## src/rtl/adder_arb_pkg.sv

```systemverilog
// ============================================================================
// adder_arb_pkg : shared types and helpers for the shared adder arbiter
// Rev 1.0
// ============================================================================
`default_nettype none

package adder_arb_pkg;

   localparam int WIDTH = 20;

   typedef enum logic [1:0] {
      IDLE   = 2'd0,
      SETTLE = 2'd1,
      DONE   = 2'd2
   } state_t;

   // Width needed to hold values 0..v-1, never less than one bit
   function automatic int clog2(input int v);
      int r;
      r = 0;
      while ((1 << r) < v) r++;
      return (r < 1) ? 1 : r;
   endfunction

endpackage

`default_nettype wire

```

## src/rtl/rr_arbiter.sv

```systemverilog
// ============================================================================
// rr_arbiter : combinational round-robin arbiter, search starts after i_last
// Rev 1.0
// ============================================================================
`default_nettype none

module rr_arbiter #(
   parameter int N  = 4,
   parameter int IW = (N > 1) ? $clog2(N) : 1
) (
   input  logic [N-1:0]  i_req,
   input  logic [IW-1:0] i_last,
   output logic [N-1:0]  o_grant,
   output logic [IW-1:0] o_idx,
   output logic          o_any
);

   always_comb begin
      int          j;
      logic [IW-1:0] w_j;
      o_grant = '0;
      o_idx   = '0;
      o_any   = 1'b0;
      j       = 0;
      w_j     = '0;
      // Walk from farthest to nearest so the nearest requester after i_last wins
      for (int k = N; k >= 1; k--) begin
         j = int'(i_last) + k;
         if (j >= N) j = j - N;
         w_j = IW'(j);
         if (i_req[w_j]) begin
            o_grant      = '0;
            o_grant[w_j] = 1'b1;
            o_idx        = w_j;
            o_any        = 1'b1;
         end
      end
   end

endmodule

`default_nettype wire

```

## src/rtl/twentyBitAdder.sv

```systemverilog
// ============================================================================
// twentyBitAdder : 20-bit ripple-carry adder built from full-adder cells
// Rev 1.0
// ============================================================================
`default_nettype none

module twentyBitAdder (
   input  logic [19:0] i_a,
   input  logic [19:0] i_b,
   input  logic        i_cin,
   output logic [19:0] o_sum,
   output logic        o_cout
);

   logic [20:0] w_c;

   assign w_c[0] = i_cin;

   for (genvar i = 0; i < 20; i++) begin : g_bit
      assign o_sum[i]  = i_a[i] ^ i_b[i] ^ w_c[i];
      assign w_c[i+1]  = (i_a[i] & i_b[i]) | (w_c[i] & (i_a[i] ^ i_b[i]));
   end

   assign o_cout = w_c[20];

endmodule

`default_nettype wire

```

## src/rtl/shared_adder_arbiter.sv

```systemverilog
// ============================================================================
// shared_adder_arbiter : round-robin time-sharing of one 20-bit ripple adder
// Rev 1.0
// ============================================================================
`default_nettype none

module shared_adder_arbiter
   import adder_arb_pkg::*;
#(
   parameter int NREQ          = 4,
   parameter int WIDTH         = adder_arb_pkg::WIDTH,
   parameter int SETTLE_CYCLES = 2
) (
   input  logic                  clk,
   input  logic                  rst_n,
   input  logic [NREQ-1:0]       i_req_valid,
   input  logic [NREQ*WIDTH-1:0] i_req_a,
   input  logic [NREQ*WIDTH-1:0] i_req_b,
   output logic [NREQ-1:0]       o_req_ready,
   output logic [NREQ-1:0]       o_rsp_valid,
   output logic [WIDTH-1:0]      o_rsp_sum,
   output logic                  o_busy
);

   localparam int IW = (NREQ > 1) ? $clog2(NREQ) : 1;
   localparam int CW = clog2(SETTLE_CYCLES);

   if (WIDTH != adder_arb_pkg::WIDTH) begin : g_bad_width
      $error("shared_adder_arbiter: WIDTH must equal the adder width (20)");
   end
   if (SETTLE_CYCLES < 1) begin : g_bad_settle
      $error("shared_adder_arbiter: SETTLE_CYCLES must be at least 1");
   end
   if (NREQ < 2 || NREQ > 8) begin : g_bad_nreq
      $error("shared_adder_arbiter: NREQ must be in 2..8");
   end

   state_t           r_state, w_next;
   logic [WIDTH-1:0] r_op_a, r_op_b, r_rsp_sum;
   logic [IW-1:0]    r_gid, r_last;
   logic [CW-1:0]    r_cnt;

   logic [NREQ-1:0]  w_grant;
   logic [IW-1:0]    w_gidx;
   logic             w_any;
   logic [WIDTH-1:0] w_sum;
   logic             w_unused_cout;

   rr_arbiter #(.N(NREQ), .IW(IW)) u_arb (
      .i_req   (i_req_valid),
      .i_last  (r_last),
      .o_grant (w_grant),
      .o_idx   (w_gidx),
      .o_any   (w_any)
   );

   twentyBitAdder u_add (
      .i_a    (r_op_a),
      .i_b    (r_op_b),
      .i_cin  (1'b0),
      .o_sum  (w_sum),
      .o_cout (w_unused_cout)
   );

   always_ff @(posedge clk or negedge rst_n) begin
      if (!rst_n) r_state <= IDLE;
      else        r_state <= w_next;
   end

   always_comb begin
      w_next      = r_state;
      o_req_ready = '0;
      o_rsp_valid = '0;
      case (r_state)
         IDLE: begin
            if (w_any) begin
               o_req_ready = rst_n ? w_grant : '0;
               w_next      = SETTLE;
            end
         end
         SETTLE: begin
            if (r_cnt == '0) w_next = DONE;
         end
         DONE: begin
            o_rsp_valid = NREQ'(1) << r_gid;
            w_next      = IDLE;
         end
         default: w_next = IDLE;
      endcase
   end

   // Operands are latched at accept so the adder sees stable inputs for the whole settle window
   always_ff @(posedge clk or negedge rst_n) begin
      if (!rst_n) begin
         r_op_a    <= '0;
         r_op_b    <= '0;
         r_gid     <= '0;
         r_cnt     <= '0;
         r_rsp_sum <= '0;
         r_last    <= IW'(NREQ - 1);
      end else begin
         case (r_state)
            IDLE: begin
               if (w_any) begin
                  r_op_a <= i_req_a[w_gidx*WIDTH +: WIDTH];
                  r_op_b <= i_req_b[w_gidx*WIDTH +: WIDTH];
                  r_gid  <= w_gidx;
                  r_cnt  <= CW'(SETTLE_CYCLES - 1);
               end
            end
            SETTLE: begin
               if (r_cnt != '0) r_cnt     <= r_cnt - 1'b1;
               else             r_rsp_sum <= w_sum;
            end
            DONE:    r_last <= r_gid;
            default: ;
         endcase
      end
   end

   assign o_rsp_sum = r_rsp_sum;
   assign o_busy    = (r_state != IDLE);

endmodule

`default_nettype wire

```

## config.mk

```make
export PLATFORM = sky130hd
export DESIGN_NAME = shared_adder_arbiter
export DESIGN_NICKNAME = d
export VERILOG_FILES = /design/src/rtl/adder_arb_pkg.sv /design/src/rtl/rr_arbiter.sv /design/src/rtl/twentyBitAdder.sv /design/src/rtl/shared_adder_arbiter.sv
export SDC_FILE = /design/constraint.sdc
export NUM_CORES = 1
export LEC_CHECK = 0
export ABC_AREA = 1
export CELL_PAD_IN_SITES_DETAIL_PLACEMENT = 0
export CELL_PAD_IN_SITES_GLOBAL_PLACEMENT = 1
export CORE_ASPECT_RATIO = 0.7
export CORE_MARGIN = 3
export CORE_UTILIZATION = 25
export DETAILED_ROUTE_END_ITERATION = 12
export GPL_TIMING_DRIVEN = 0
export MAX_ROUTING_LAYER = met4
export PLACE_DENSITY_LB_ADDON = 0.1
export SLEW_MARGIN = 20
export SYNTH_ARGS = -nofsm -noshare
export SYNTH_HDL_FRONTEND = slang
export SYNTH_SLANG_ARGS = --single-unit
```

## constraint.sdc

```tcl
create_clock -name clk -period 7.97 [get_ports clk]
set_input_delay 1.9925 -clock clk [delete_from_list [all_inputs] [get_ports clk]]
set_output_delay 1.9925 -clock clk [all_outputs]
set_load 0.01 [all_outputs]
```

======== Yosys cells after proc, flatten, opt, wreduce, memory -nomap -nowiden ========
Cells that the tools add are included.
cells by class
  bitwise logic cells ..................... 95
  mux-type cells .......................... 42
  div/mod/pow operators ................... 0
  add/subtract/negate cells ............... 9
  equality and inequality tests ........... 4
  multiply operators ...................... 1
  order comparisons ....................... 12
  reductions and logical operators ........ 11
  shifts and indexed selects .............. 3
operator list
  operator                                                            count
  indexed part select 80 x 8 -> 20 bit                                2
  bitwise XOR 1 bit                                                   39
  bitwise AND 1 bit                                                   37
  2-to-1 mux 4 bit                                                    8
  2-to-1 mux 2 bit                                                    10
  OR 1 bit                                                            18
  2-to-1 mux 1 bit                                                    14
  < comparator 2 x 3 -> 1 bit (second input constant)                 4
  greater-or-equal comparator 3 bit (second input constant)           3
  binary-select mux 1 bit (select 2 bit)                              4
  demux 1 bit (select 2 bit)                                          4
  greater-or-equal comparator 2 x 1 -> 1 bit (second input constant)  4
  AND reduction 2 bit                                                 4
  subtractor 2 x 1 -> 2 bit (second input constant)                   4
  adder 2 x 2 -> 3 bit (second input constant)                        2
  multiplier 2 x 3 -> 5 bit (second input constant)                   1
  adder 2 x 3 -> 4 bit (second input constant)                        1
  greater-or-equal comparator 4 x 3 -> 1 bit (second input constant)  1
  logical AND 1 bit                                                   4
  one-hot mux 2 bit (2 select lines)                                  1
  nonzero test 2 bit                                                  2
  left shift 1 x 2 -> 4 bit (first input constant)                    1
  adder 2 x 1 -> 3 bit (second input constant)                        1
  == test 2 x 1 -> 1 bit (second input constant)                      1
  other kinds (7)                                                     7
storage, ports and cells
  input bits .............................. 166
  register bits ........................... 67
  memory bits (read-only) ................. 0
  memory bits (writable) .................. 0
  memories kept ........................... 0
  output and inout port bits .............. 29
  word-level logic and storage cells ...... 184
  latch bits .............................. 0

======== Depth between registers and ports, before layout ========
  depth after elaboration ................. 38
  gate-level depth with buffers ........... 23

======== Cells and area by module ========
A second synthesis with hierarchy kept.
second synthesis, totals
  cells, all modules ...................... 802
  area total of the unflattened synthesis .. 5183.7 µm²
modules (own cells, without submodules)
  module                instances  area each (µm²)  sequential area each (µm²)  cells an instance
  shared_adder_arbiter  1          4247.8           1679.1                      679
  rr_arbiter            1          498.0            0.0                         93
  twentyBitAdder        1          437.9            0.0                         30

======== Least setup slack after synthesis ========
Ideal clock, no wire load.
  path type ............................... register to register
  from .................................... reg r_op_a[0]
  to ...................................... reg r_rsp_sum[19] (netlist: o_rsp_sum[19])
  setup time .............................. 83 ps
  data required time ...................... 7887 ps
  cell stages (with the launch flop) ...... 24
  arrival ................................. 7497 ps
  setup slack ............................. 390 ps
  buffers on the path ..................... 0
  path through ............................ dfrtp_1 ha_1 fa_1 fa_1 fa_1 fa_1 fa_1 fa_1 fa_1 fa_1 fa_1 fa_1 fa_1 fa_1 fa_1 fa_1 fa_1 inv_1 fa_1 inv_1 fa_1 fa_1 xor2_1 o21ai_0
on the way
  longest elaborated chain between the ends .. 38
RTL lines
  what                             line                         source
  start, declared                  shared_adder_arbiter.sv:39   logic [WIDTH-1:0] r_op_a, r_op_b, r_rsp_sum;
  start signal, assigned           shared_adder_arbiter.sv:105  r_op_a <= i_req_a[w_gidx*WIDTH +: WIDTH];
  bitwise AND 1 bit (2 in series)  twentyBitAdder.sv:21         assign w_c[i+1] = (i_a[i] & i_b[i]) | (w_c[i] & (i_a[i] ^ i_b[i]));
  OR 1 bit                         twentyBitAdder.sv:21
  bitwise AND 1 bit                twentyBitAdder.sv:21
  OR 1 bit                         twentyBitAdder.sv:21
  bitwise AND 1 bit                twentyBitAdder.sv:21
  OR 1 bit                         twentyBitAdder.sv:21
  bitwise AND 1 bit                twentyBitAdder.sv:21
  OR 1 bit                         twentyBitAdder.sv:21
  [... 21 more ...]                n/a
  OR 1 bit                         twentyBitAdder.sv:21
  bitwise AND 1 bit                twentyBitAdder.sv:21
  OR 1 bit                         twentyBitAdder.sv:21
  bitwise AND 1 bit                twentyBitAdder.sv:21
  OR 1 bit                         twentyBitAdder.sv:21
  bitwise AND 1 bit                twentyBitAdder.sv:21
  OR 1 bit                         twentyBitAdder.sv:21
  bitwise XOR 1 bit                twentyBitAdder.sv:20         assign o_sum[i] = i_a[i] ^ i_b[i] ^ w_c[i];
  end signal, assigned             shared_adder_arbiter.sv:113  else r_rsp_sum <= w_sum;
  end, declared                    shared_adder_arbiter.sv:39
No other way between the ends.
A chain may end at the register's enable or synchronous reset.

======== Final worst setup path ========
  from .................................... reg r_op_b[0]
  to ...................................... reg r_rsp_sum[18] (netlist: o_rsp_sum[18])
on the way
  longest elaborated chain between the ends .. 36
RTL lines
  what                             line                         source
  start, declared                  shared_adder_arbiter.sv:39
  start signal, assigned           shared_adder_arbiter.sv:106  r_op_b <= i_req_b[w_gidx*WIDTH +: WIDTH];
  bitwise AND 1 bit (2 in series)  twentyBitAdder.sv:21
  OR 1 bit                         twentyBitAdder.sv:21
  bitwise AND 1 bit                twentyBitAdder.sv:21
  OR 1 bit                         twentyBitAdder.sv:21
  bitwise AND 1 bit                twentyBitAdder.sv:21
  OR 1 bit                         twentyBitAdder.sv:21
  bitwise AND 1 bit                twentyBitAdder.sv:21
  OR 1 bit                         twentyBitAdder.sv:21
  [... 20 more ...]                n/a
  bitwise AND 1 bit                twentyBitAdder.sv:21
  OR 1 bit                         twentyBitAdder.sv:21
  bitwise AND 1 bit                twentyBitAdder.sv:21
  OR 1 bit                         twentyBitAdder.sv:21
  bitwise AND 1 bit                twentyBitAdder.sv:21
  OR 1 bit                         twentyBitAdder.sv:21
  bitwise XOR 1 bit                twentyBitAdder.sv:20
  via u_add.o_sum[18]              twentyBitAdder.sv:11         output logic [19:0] o_sum,
The timed path passes the listed nets, and every way through them passes these cells.

==> impl_metrics.toml <==
[synthesis]
syn_inst = 742
synth_top_flop_cell = "dfrtp_1"
ys_seq_elements = 67
synth_simple_gate_area_share_pct = 36.7
synth_xor_xnor_area_share_pct = 0.339
syn_area_mm2 = 0.00516
synth-compound-area-share_pct = 7.22
synth_fa_ha_area_share_pct = 9.16
synthDistinctLibCells = 34
syn_nets = 935
synth.largest_area_cell = "dfrtp_1"
synth_mux_area_share_pct = 0
ys_seq_area_share_pct = 32.5
synth_top_area_share_pct = 31.5
avgSynthCellArea_um2 = 6.96
synthArstFlopShare_pct = 100
synthTopCellsByArea = "dfrtp_1 31%, nand2_1 19%, nand3_1 12%"
synth_edf_count = 0
yosysWarningCount = 0
synth_top_family_by_area = "simple AND/OR/NAND/NOR gates"

[sta]
fin_crit_sh_pct = 97.9
report.final.setup_viol = 0
fin_tns_setup_ns = 0
slew_viol_final = 0
skew_ns = 0.00636
slew_headroom_pct = 62.7
finalHoldViolations = 0
fmaxAchievable_mhz = 128
period_needed_ns = 7.80
tightest_slew_ns = 0.560

[placed_design]
portBuffers = 194
place_congestion = 0.786
placedCellCount = 1207
dp_hpwl_um = 15300
detailed_place.area_mm2 = 0.00747

[status]
status = "finished clean"

[routing]
wirelength_um = 18300
post-route-drc-count = 0
first_iter_violations = 230
drt.antenna.violating_nets = 0
wl_per_cell_um = 15.0
num_vias = 5156
vias_per_cell = 4.22
drt-pass1-iter-count = 5

[critical_path]
max_stage_delay_ns = 0.53
criticalPathCategory = "reg -> reg"
critPathRequiredTime_ns = 8.24
cpLargestDelayFamily = "adder cells"
crit_path_start_kind = "register"
critPathMaxFanout = 2
slowest_stage = "fa_2"
cp.arrival_ns = 8.07
end_kind = "register"
crit_chain = "ha_1, fa_1, fa_2, fa_1, fa_2, fa_2, fa_1, fa_2, fa_2, fa_1, fa_1, fa_1, fa_2, fa_2, fa_1, fa_2, inv_1, fa_1, inv_1, fa_1, fa_2, nand2_1, nand2_1"
crit_buf_inv = 2

[clock_network]
cts_buffers = 9
insertion_delay_ns = 0.33
cts_sinks = 67
clk_path_buf_depth = 2
cts_root_buf = "clkbuf_16"
h-tree-depth = 3
clkTransAtPathRegs_ns = 0.06
cts_tree = "built"
hold_buffers = 0

[cells_and_area]
area_growth_pct = 50.4
drive_gt1_share_pct = 9.55
n_antenna_cell = 0
final_nets = 1141
fin_area_mm2 = 0.00776
finalNonFillerCells = 1223

[power_and_ir_drop]
power_density_mw_per_mm2 = 478
peakVddDrop_uv = 178
p_leak_nw = 3.89
p_total_mw = 3.71

[global_route]
grt_pass1_wl_um = 28300
grt_overflow = 0
grt_max_degree = 45
first_global_vias = 5130
antenna_found_initial = 0
grtUsageTotal_pct = 16.9

[floorplanning]
dieHeight_um = 126
die-area_mm2 = 0.0224
core-area_mm2 = 0.0200
rows = 43
io_pins = 195
start_util_pct = 25.8
die-width_um = 178

[flow_run]
cap_violations = 0

[worst_hold_path]
min-delay-path-class = "reg -> reg"
-- state kept, by name, summed over array words and instances, names as in the netlist --
name,flops
r_cnt,1
r_last,2
r_gid,2
o_rsp_sum,20
r_state,2
r_op_a,20
r_op_b,20
-- area by class of cell --
type / instances / area (um2)
timing repair buffer: 195 / 1970
inverter: 138 / 522
clock inverter: 4 / 26.3
fill: 2207 / 12300
buffer: 35 / 206
multi-input combinational: 502 / 2780
clock buffer: 12 / 246
tap: 270 / 338
sequential: 67 / 1680
-- per-layer routing --
layer  GRT usage [%]  vias to the layer above  routed length [um]
met1            26.6                     2326                9930
met5               -                        -                   0
met3            2.92                        9                 845
met2            22.6                      135                7450
met4            2.35                        0                  84
li1                -                     2686                   -
-- kinds of logic (layout without fill, tap and decap cells) --
group / after synthesis / count (layout)
compound gates: 40 / 40
xor+xnor: 2 / 2
fa+ha+maj: 27 / 27
buf+inv: 173 / 384
flops: 67 / 67
simple gates: 433 / 433
-- worst register-to-register path: stages, from the launching register on --
cell and delay [ns]:
dfrtp_1 0.41, ha_1 0.21, fa_1 0.38, fa_2 0.35
fa_1 0.40, fa_2 0.36, fa_2 0.40, fa_1 0.39
fa_2 0.36, fa_2 0.42, fa_1 0.40, fa_1 0.39
fa_1 0.39, fa_2 0.36, fa_2 0.36, fa_1 0.40
fa_2 0.36, inv_1 0.10, fa_1 0.17, inv_1 0.05
fa_1 0.38, fa_2 0.53, nand2_1 0.07, nand2_1 0.09
-- stage by stage --
| step | util (%) | worst slack [ns] | hold slack [ns] |
|---|---|---|---|
| floorplan | - | 0.390 | 0.465 |
| global placement | 37.2 | -0.122 | 0.458 |
| detailed placement | 37.3 | -0.169 | 0.463 |
| CTS | 38.7 | 0.0485 | 0.477 |
| global route | 38.8 | -0.0390 | 0.496 |
| finish | 38.8 | 0.165 | 0.469 |
-- where the power goes --
group          internal (mW)  leakage, nW  total (mW)  switching (mW)
Sequential             0.537        0.815       0.693           0.156
Clock                  0.218        0.133       0.364           0.145
Combinational           1.02         2.94        2.66            1.64
Total                   1.77         3.89        3.71            1.94
-- cell usage in the layout, fill, tap and decap left out, types with 9 or more instances in the layout --
cell and n:
nand2_1 256, clkdlybuf4s50_1 193, inv_1 133, nand3_1 125, dfrtp_1 65, o211ai_2 20, clkbuf_1 17, nor2_1 13
or2_1 12, buf_2 9, fa_1 9, fa_2 9, ha_1 9, clkbuf_16 9
-- repair_timing --
item | in CTS | in global routing
pin swaps | 0 | 2
setup buffers | 0 | 0
endpoints found under the setup margin | 2 | 2
gates resized for setup | 4 | 6
-- Yosys cell counts (2+ instances only) --
library cell,number
a21boi_0,2
a21oi_1,2
buf_2,9
buf_4,3
buf_6,7
clkbuf_1,15
dfrtp_1,65
dfstp_2,2
fa_1,18
ha_1,9
inv_1,133
inv_2,2
nand2_1,256
nand2_2,8
nand2_4,2
nand3_1,125
nor2_1,13
o211ai_1,5
o211ai_2,20
o21ai_0,9
or2_0,6
or2_1,12
or2_2,8
-- path summary, 6_finish.rpt --
kind	endpoint	from	cells past startpoint	slack [ns]
worst min-delay path	o_rsp_sum[5]$_DFFE_PN0P_	o_rsp_sum[5]$_DFFE_PN0P_	2	0.47
max in group asynchronous	r_last[0]$_DFFE_PN1P_	rst_n	2	5.81
worst max register to register	o_rsp_sum[18]$_DFFE_PN0P_	r_op_b[0]$_DFFE_PN0P_	23	0.17
min in group asynchronous	o_rsp_sum[8]$_DFFE_PN0P_	rst_n	1	1.57
worst min register to register	o_rsp_sum[5]$_DFFE_PN0P_	o_rsp_sum[5]$_DFFE_PN0P_	2	0.47
worst max-delay path	o_rsp_sum[18]$_DFFE_PN0P_	r_op_b[0]$_DFFE_PN0P_	23	0.17
(Power assumes the default switching activity.)
